## src/rtl/seg16_pkg.sv

```systemverilog
// Shared constants for the 16-segment loopback decoder: code table, blank code,
// segment bit indices, FSM state type and the table lookup helper.
package seg16_pkg;

    localparam int unsigned SEG_A1 = 0;
    localparam int unsigned SEG_A2 = 1;
    localparam int unsigned SEG_B  = 2;
    localparam int unsigned SEG_C  = 3;
    localparam int unsigned SEG_D1 = 4;
    localparam int unsigned SEG_D2 = 5;
    localparam int unsigned SEG_E  = 6;
    localparam int unsigned SEG_F  = 7;
    localparam int unsigned SEG_G1 = 8;
    localparam int unsigned SEG_G2 = 9;
    localparam int unsigned SEG_H  = 10;
    localparam int unsigned SEG_I  = 11;
    localparam int unsigned SEG_J  = 12;
    localparam int unsigned SEG_K  = 13;
    localparam int unsigned SEG_L  = 14;
    localparam int unsigned SEG_M  = 15;

    localparam logic [15:0] SEG16_BLANK = 16'h0000;

    localparam logic [15:0] SEG16_CODE [0:15] = '{
        16'h00FF, 16'h000C, 16'h0377, 16'h033F,
        16'h038C, 16'h03BB, 16'h03FB, 16'h000F,
        16'h03FF, 16'h03BF, 16'h03CF, 16'h4A3F,
        16'h00F3, 16'h483F, 16'h01F3, 16'h01C3
    };

    typedef enum logic {
        SETTLE = 1'b0,
        HOLD   = 1'b1
    } seg16_state_t;

    // Returns {hit, digit}; exact match only.
    function automatic logic [4:0] seg16_lookup(input logic [15:0] pat);
        logic [4:0] res;
        res = '0;
        for (int unsigned i = 0; i < 16; i++) begin
            if (pat == SEG16_CODE[i]) begin
                res = {1'b1, 4'(i)};
            end
        end
        return res;
    endfunction

endpackage

```

## src/rtl/seg16_sync2_vec.sv

```systemverilog
// Two-flop synchronizer for a vector of independent asynchronous lines.
module sync2_vec #(
    parameter int unsigned WIDTH = 1
) (
    input  logic             clk,
    input  logic             rst,
    input  logic [WIDTH-1:0] i_d,
    output logic [WIDTH-1:0] o_q
);

    logic [WIDTH-1:0] r_meta;
    logic [WIDTH-1:0] r_sync;

    always_ff @(posedge clk or posedge rst) begin
        if (rst) begin
            r_meta <= '0;
            r_sync <= '0;
        end else begin
            r_meta <= i_d;
            r_sync <= r_meta;
        end
    end

    assign o_q = r_sync;

endmodule

```

## src/rtl/seg16_decoder.sv

```systemverilog
// Decodes a stable 16-segment pattern back to a hex digit and tracks count direction.
// Step/direction tracking is built only when SEG16_STEP_CHECK_EN is defined.
module seg16_decoder
    import seg16_pkg::*;
#(
    parameter int unsigned STABLE_CYCLES = 4,
    parameter int unsigned CNT_W         = $clog2(STABLE_CYCLES + 1)
) (
    input  logic        clk,
    input  logic        reset,
    input  logic [15:0] seg_in,
    output logic [3:0]  value,
    output logic        valid,
    output logic        blank,
    output logic        code_err,
    output logic        dir_up,
    output logic        step_err
);

    logic [15:0]  w_sync;
    logic [15:0]  r_cmp;
    logic [CNT_W-1:0] r_cnt;
    logic         w_diff;
    int unsigned  w_samples;
    logic         w_accept;
    logic [4:0]   w_lookup;
    logic         w_hit;
    logic [3:0]   w_digit;

    seg16_state_t r_state;
    seg16_state_t w_state_nxt;

    logic [3:0]   r_value;
    logic         r_valid;
    logic         r_blank;
    logic         r_code_err;

    sync2_vec #(.WIDTH(16)) u_sync (
        .clk (clk),
        .rst (reset),
        .i_d (seg_in),
        .o_q (w_sync)
    );

    assign w_diff = (w_sync != r_cmp);

    // Samples of the current pattern including this one; r_cmp itself is the first.
    always_comb begin
        w_samples = 32'd1;
        if (!w_diff) begin
            w_samples = 32'(r_cnt) + 32'd2;
        end
    end

    always_ff @(posedge clk or posedge reset) begin
        if (reset) begin
            r_cmp <= '0;
            r_cnt <= '0;
        end else begin
            r_cmp <= w_sync;
            if (w_diff) begin
                r_cnt <= '0;
            end else if (r_cnt != CNT_W'(STABLE_CYCLES)) begin
                r_cnt <= r_cnt + CNT_W'(1);
            end
        end
    end

    always_ff @(posedge clk or posedge reset) begin
        if (reset) begin
            r_state <= SETTLE;
        end else begin
            r_state <= w_state_nxt;
        end
    end

    always_comb begin
        w_state_nxt = r_state;
        w_accept    = 1'b0;
        case (r_state)
            SETTLE: begin
                if (w_samples >= STABLE_CYCLES) begin
                    w_accept    = 1'b1;
                    w_state_nxt = HOLD;
                end
            end
            HOLD: begin
                if (w_diff) begin
                    // With a one-sample threshold the changed sample is already stable.
                    if (w_samples >= STABLE_CYCLES) begin
                        w_accept = 1'b1;
                    end else begin
                        w_state_nxt = SETTLE;
                    end
                end
            end
            default: w_state_nxt = SETTLE;
        endcase
    end

    assign w_lookup = seg16_lookup(w_sync);
    assign w_hit    = w_lookup[4];
    assign w_digit  = w_lookup[3:0];

    always_ff @(posedge clk or posedge reset) begin
        if (reset) begin
            r_value    <= '0;
            r_valid    <= 1'b0;
            r_blank    <= 1'b1;
            r_code_err <= 1'b0;
        end else begin
            r_valid    <= 1'b0;
            r_code_err <= 1'b0;
            if (w_accept) begin
                if (w_hit) begin
                    r_value <= w_digit;
                    r_valid <= 1'b1;
                    r_blank <= 1'b0;
                end else if (w_sync == SEG16_BLANK) begin
                    r_blank <= 1'b1;
                end else begin
                    r_code_err <= 1'b1;
                end
            end
        end
    end

`ifdef SEG16_STEP_CHECK_EN
    logic [3:0] r_prev;
    logic       r_have_prev;
    logic       r_dir_up;
    logic       r_step_err;

    always_ff @(posedge clk or posedge reset) begin
        if (reset) begin
            r_prev      <= '0;
            r_have_prev <= 1'b0;
            r_dir_up    <= 1'b0;
            r_step_err  <= 1'b0;
        end else begin
            r_step_err <= 1'b0;
            if (w_accept && w_hit) begin
                r_prev      <= w_digit;
                r_have_prev <= 1'b1;
                if (r_have_prev) begin
                    if (w_digit == r_prev + 4'd1) begin
                        r_dir_up <= 1'b1;
                    end else if (w_digit == r_prev - 4'd1) begin
                        r_dir_up <= 1'b0;
                    end else if (w_digit != r_prev) begin
                        r_step_err <= 1'b1;
                    end
                end
            end
        end
    end

    assign dir_up   = r_dir_up;
    assign step_err = r_step_err;
`else
    assign dir_up   = 1'b0;
    assign step_err = 1'b0;
`endif

    assign value    = r_value;
    assign valid    = r_valid;
    assign blank    = r_blank;
    assign code_err = r_code_err;

endmodule

```

## config.mk

```make
export PLATFORM = sky130hd
export DESIGN_NAME = seg16_decoder
export DESIGN_NICKNAME = d
export VERILOG_FILES = /design/src/rtl/seg16_pkg.sv /design/src/rtl/seg16_sync2_vec.sv /design/src/rtl/seg16_decoder.sv
export SDC_FILE = /design/constraint.sdc
export NUM_CORES = 1
export LEC_CHECK = 0
export BUFFER_PORTS_ARGS = -buffer_cell sky130_fd_sc_hd__buf_2
export CAP_MARGIN = 10
export CORE_ASPECT_RATIO = 1.1
export CORE_MARGIN = 2
export CORE_UTILIZATION = 35
export DETAILED_ROUTE_END_ITERATION = 12
export SETUP_SLACK_MARGIN = 0.02
export SLEW_MARGIN = 40
export SYNTH_ARGS = -nofsm -noshare
export SYNTH_HDL_FRONTEND = slang
export SYNTH_SLANG_ARGS = --single-unit
```

## constraint.sdc

```tcl
create_clock -name clk -period 2.84 [get_ports clk]
set_input_delay 0 -clock clk [delete_from_list [all_inputs] [get_ports clk]]
set_output_delay 0 -clock clk [all_outputs]
set_load 0.005 [all_outputs]
```

# After elaboration in Yosys (flattened, before gate mapping)
# Cells that the tools add are included.
classes:
  add_sub_neg: 2
  n_lt_le_gt_ge: 1
  eq_ne: 18
  n_mux: 31
  n_bitwise: 1
  reduce_logical: 5
ops:
  columns: ["operator", "n"]
  rows:
  - ["16-bit by 10-bit == test with 1-bit output, second input constant", 8]
  - ["5-bit 2-to-1 mux", 16]
  - ["16-bit by 15-bit == test with 1-bit output, second input constant", 2]
  - ["16-bit by 4-bit == test with 1-bit output, second input constant", 2]
  - ["16-bit by 8-bit == test with 1-bit output, second input constant", 2]
  - ["16-bit by 9-bit == test with 1-bit output, second input constant", 2]
  - ["32-bit by 3-bit >= comparator with 1-bit output, second input constant", 1]
  - ["16-bit logical NOT", 1]
  - ["16-bit inequality test", 1]
  - ["1-bit 2-to-1 mux", 10]
  - ["3-bit 2-to-1 mux", 2]
  - ["3-bit by 2-bit adder with 4-bit output, second input constant", 1]
  - ["4-bit 2-to-1 mux", 1]
  - ["1-bit case mux with 2 select lines", 2]
  - ["2-bit AND reduction", 2]
  - ["2-bit nonzero test", 2]
  - ["3-bit by 1-bit adder with 3-bit output, second input constant", 1]
  - ["3-bit inequality test, second input constant", 1]
  - ["1-bit NOT", 1]
totals:
  regBits: 59
  in_bits: 18
  out_inout_bits: 9
  wordCells: 67

# Longest topological paths before layout
depth:
  word_depth: 19
  ltp_mapped: 7
  depth_no_buf: 6

# Modules after synthesis
# Synthesis repeated with hierarchy kept, for this count alone.
unflattened:
  cells_unflattened: 193
  hier_area_um2: 2466.1
by_module_without_submodules:
  columns: ["module", "instances", "cells_per_inst", "area_per_inst_um2", "seq_area_each_um2"]
  rows:
  - ["seg16_decoder", 1, 160, 1661.6, 676.9]
  - ["sync2_vec", 1, 33, 804.5, 800.8]

# Least setup slack after synthesis
# OpenSTA, ideal clock, no wires.
synth_path:
  path_type: "reg2reg"
  start: "reg u_sync.r_sync[7] (netlist: u_sync.o_q[7])"
  end: "reg r_value[2] (netlist: value[2])"
  t_arrival_ns: 1.959
  required_time_ns: 2.714
  setup_slack_ns: 0.755
  path_stages_with_launch: 8
  period_less_slack_ns: 2.085
  path_cell_list: "dfrtp_1 > buf_6 > xor2_1 > nor4_1 > nand4_1 > or3_4 > nand2b_4 > o32a_1"
synth_via:
  elab_chain_len: 18
synth_rtl:
  columns: ["item", "line", "text"]
  rows:
  - ["start: declaration", "seg16_sync2_vec.sv:12", "logic [WIDTH-1:0] r_sync;"]
  - ["start signal: assignment", "seg16_sync2_vec.sv:20", "r_sync <= r_meta;"]
  - ["16-bit by 8-bit == test with 1-bit output", "seg16_pkg.sv:41", "if (pat == SEG16_CODE[i]) begin"]
  - ["5-bit 2-to-1 mux (16 in a row)", "seg16_pkg.sv:41", null]
  - ["2-bit AND reduction (no line)", null, null]
  - ["end signal: assignment", "seg16_decoder.sv:116", "r_value <= w_digit;"]
  - ["end: declaration", "seg16_decoder.sv:33", "logic [3:0] r_value;"]
# Several ways; a longest one is shown, not always the timed one.
# A chain may end at the register's enable or synchronous reset.

# Worst setup path in the final report
# Same ends and word-level chain as after synthesis.

==> impl_metrics.py <==
metrics = {
    "setup_path": {
        "reg2reg_slack_ns": 0.41,
        "reg2regPathDepth": 6,
        "end_kind": "flop",
        "critical_path_arrival_ns": 2.63,
        "worstPathRequired_ns": 3.04,
        "crit_end": "value[2]",
        "crit_type": "flop to flop",
        "cp_max_fo": 10,
        "r2r-end": "value[2]",
        "r2r-start": "u_sync.o_q[7]",
        "start_kind": "flop",
        "critPathLaunch": "u_sync.o_q[7]",
    },
    "floorplan": {
        "die_h_um": 88.25,
        "die_area_um2": 7112,
        "die_width_um": 80.59,
        "start_util": 0.3646,
        "fp-row-count": 30,
        "io_pins": 27,
        "coreArea_um2": 6193,
    },
    "timing": {
        "worst_slack_ns": 0.4130,
        "grt_setup_unrepaired": "no",
        "setup_viol": 0,
        "finalCritPeriodShare": 0.8546,
        "slew_headroom": 0.5317,
        "worstMarginPinSlew_ns": 0.7025,
        "slew_violations": 0,
        "clock_skew_ns": 0.004544,
        "finalSetupTns_ns": 0,
        "hold_viol_final": 0,
        "layout_min_cycle_time_ns": 2.427,
        "fmax_ghz": 0.4120,
    },
    "cts": {
        "cts_tree": "done",
        "root_buffer": "clkbuf_8",
        "clk_pin_slew_ns": 0.06,
        "clockBufferDepth": 2,
        "ctsHoldBuffers": 17,
        "htreeDepth": 3,
        "cts_setup_buffers": 0,
        "clock_latency_ns": 0.32,
        "cts_made_buffers": 9,
        "ctsResizeCount": 0,
        "clock_sinks": 59,
    },
    "power_and_ir_drop": {
        "intPower_mw": 1.345,
        "p_seq_frac": 0.529,
        "combPwrFrac": 0.046,
        "p_leak_nw": 1.233,
        "p_sw_frac": 0.2124,
        "p_per_area_nw_per_um2": 604.9,
        "vdd_drop_max_mv": 0.4591,
        "pwr-share-clk": 0.424,
        "power_switching_uw": 362.7,
    },
    "global_routing": {
        "antenna_found_initial": 0,
        "grt-ovfl-total": 0,
        "grt_pass1_vias": 1462,
        "grt_max_degree": 60,
        "grt_pass1_wl_um": 6486,
        "grt.total_usage": 0.1251,
    },
    "layout": {
        "insertedDiodeCount": 0,
        "drive_gt1_frac": 0.2078,
        "nNetsFinal": 247,
        "fill_cells": 590,
        "syn2layout_area_growth_pct": 25.04,
    },
    "placement": {
        "hpwlAfterDp_um": 2590,
        "numPortBuffers": 24,
        "finalWeightedCongestion": 0.8604,
        "place_ws_ns": 0.4237,
    },
    "run_status": {
        "status": "finished clean",
    },
    "logic_synthesis": {
        "synthSimpleGateAreaFrac": 0.1662,
        "yosys-top-cells-count": "dfrtp_1, xor2_1, nor2_1",
        "synthCells": 176,
        "synth_fa_ha_area_frac": 0.01662,
        "synth.most_common_cell": "dfrtp_1",
        "synth_mux_area_frac": 0.008864,
        "synth_compound_area_frac": 0.05873,
        "synth_area_um2": 2258,
        "synthTopCellsByArea": "dfrtp_1, xor2_1, nor2_1",
        "synth-edff-count": 0,
        "synth_top_area_cell": "dfrtp_1",
        "synth_top_area_share": 0.6427,
        "synthFlopType": "dfrtp_1",
        "synth_top_family_by_area": "simple AND/OR/NAND/NOR gates",
        "ys_ff_latch": 59,
        "synthArstFlopShare": 1.000,
        "syn_area_per_cell_um2": 12.83,
        "seq_area_frac_synth": 0.6543,
        "synthXorXnorAreaFrac": 0.06981,
        "synth_warnings": 0,
        "synthDistinctLibCells": 43,
    },
    "route": {
        "num_vias": 1436,
        "routed_wirelength_um": 3689,
        "drtAntennaViolNets": 0,
        "first_iter_violations": 86,
        "drcViolationCount": 0,
        "via_per_inst": 4.617,
        "first_pass_iters": 4,
        "wl_per_cell_um": 11.86,
    },
    "min_path": {
        "hold_path.class": "input pin to flop",
        "min_from": "seg_in[8]",
    },
    "run": {
        "drv_cap": 0,
    },
}
## power groups by stage
stage | Sequential, mW | Combinational [mW] | Clock, mW
2_1_floorplan | 0.911 | 0.0480 | 0
3_3_place_gp | 0.919 | 0.0639 | 0
3_5_place_dp | 0.921 | 0.0638 | 0
4_1_cts | 0.905 | 0.0815 | 0.757
5_1_grt | 0.910 | 0.0897 | 0.793
6_report | 0.904 | 0.0793 | 0.724
## per-layer routing
metal  routed length (µm)  up-vias  track usage
met5                    0        -            0
li1                     -      711            -
met4                   55        0      0.07242
met3                  174        6      0.05204
met1                 1690      685       0.1575
met2                 1769       34       0.1818
## area by class of cell
cell class | count | area (µm²) | area share
Sequential cell | 59 | 1478 | 0.5233
Multi-Input combinational cell | 108 | 730.7 | 0.2588
Tap cell | 80 | 100.1 | 0.03545
Inverter | 6 | 22.52 | 0.007975
Timing Repair Buffer | 42 | 297.8 | 0.1054
Clock buffer | 12 | 145.1 | 0.05140
Clock inverter | 4 | 50.05 | 0.01772
## placed cells by master (no fill, tap or decap), drive strengths merged, types with 2 or more instances in the layout
| cell type | count |
|---|---|
| dfrtp | 58 |
| buf | 25 |
| a21oi | 5 |
| nor3 | 5 |
| or3 | 2 |
| o21ai | 6 |
| nand3 | 5 |
| nand2 | 11 |
| xor2 | 17 |
| nor2 | 16 |
| ha | 3 |
| and2 | 2 |
| nor4 | 7 |
| clkbuf | 12 |
| a22oi | 2 |
| and4 | 2 |
| conb | 2 |
| and4bb | 2 |
| inv | 6 |
| nand4 | 4 |
| mux2i | 2 |
| clkinvlp | 2 |
| dlygate4sd3 | 17 |
## per-stage QoR
| step | utilization | hold WS, ns | instance area [µm²] | std cells | power (mW) |
|---|---|---|---|---|---|
| 6_report | 0.4560 | 0.3083 | 2824 | 311 | 1.708 |
| 5_1_grt | 0.4560 | 0.2915 | 2824 | 311 | 1.793 |
| 4_1_cts | 0.4560 | 0.2796 | 2824 | 311 | 1.744 |
| 3_5_place_dp | 0.3970 | 0.1093 | 2459 | 278 | 0.9843 |
| 3_3_place_gp | 0.3970 | 0.1073 | 2459 | 278 | 0.9825 |
| 2_1_floorplan | - | 0.03143 | 2262 | 177 | 0.9586 |
## critical path, stage by stage (launching register included)
cell	delay, ns
dfrtp_1	0.48
xor2_1	0.20
nor4_1	0.38
nand4_1	0.30
or3_4	0.48
nand2b_4	0.15
o32a_1	0.32
## registers in the layout, indices dropped and copies added, names as in the netlist
| register | flops |
|---|---|
| blank | 1 |
| code_err | 1 |
| r_cmp | 16 |
| r_cnt | 3 |
| r_state | 1 |
| u_sync.o_q | 16 |
| u_sync.r_meta | 16 |
| valid | 1 |
| value | 4 |
## worst min path at each step
stage | slack [ns] | cells after the start | end
final | 0.31 | 2 | u_sync.r_meta[8]
after global routing | 0.29 | 2 | u_sync.r_meta[4]
after CTS | 0.28 | 2 | u_sync.r_meta[10]
after detailed placement | 0.11 | 1 | u_sync.r_meta[8]
after global placement | 0.11 | 1 | u_sync.r_meta[2]
after floorplan | 0.03 | 0 | u_sync.r_meta[0]
## cell families after synthesis
kind of cell               count (synthesis)
and+or+nand+nor                           63
DFF                                       59
AOI/OAI and AO/OA                         20
xor gates and xnor gates                  18
buffers and inverters                     10
adders and majority gates                  3
muxes                                      2
other                                      1
(Power assumes the default switching activity.)
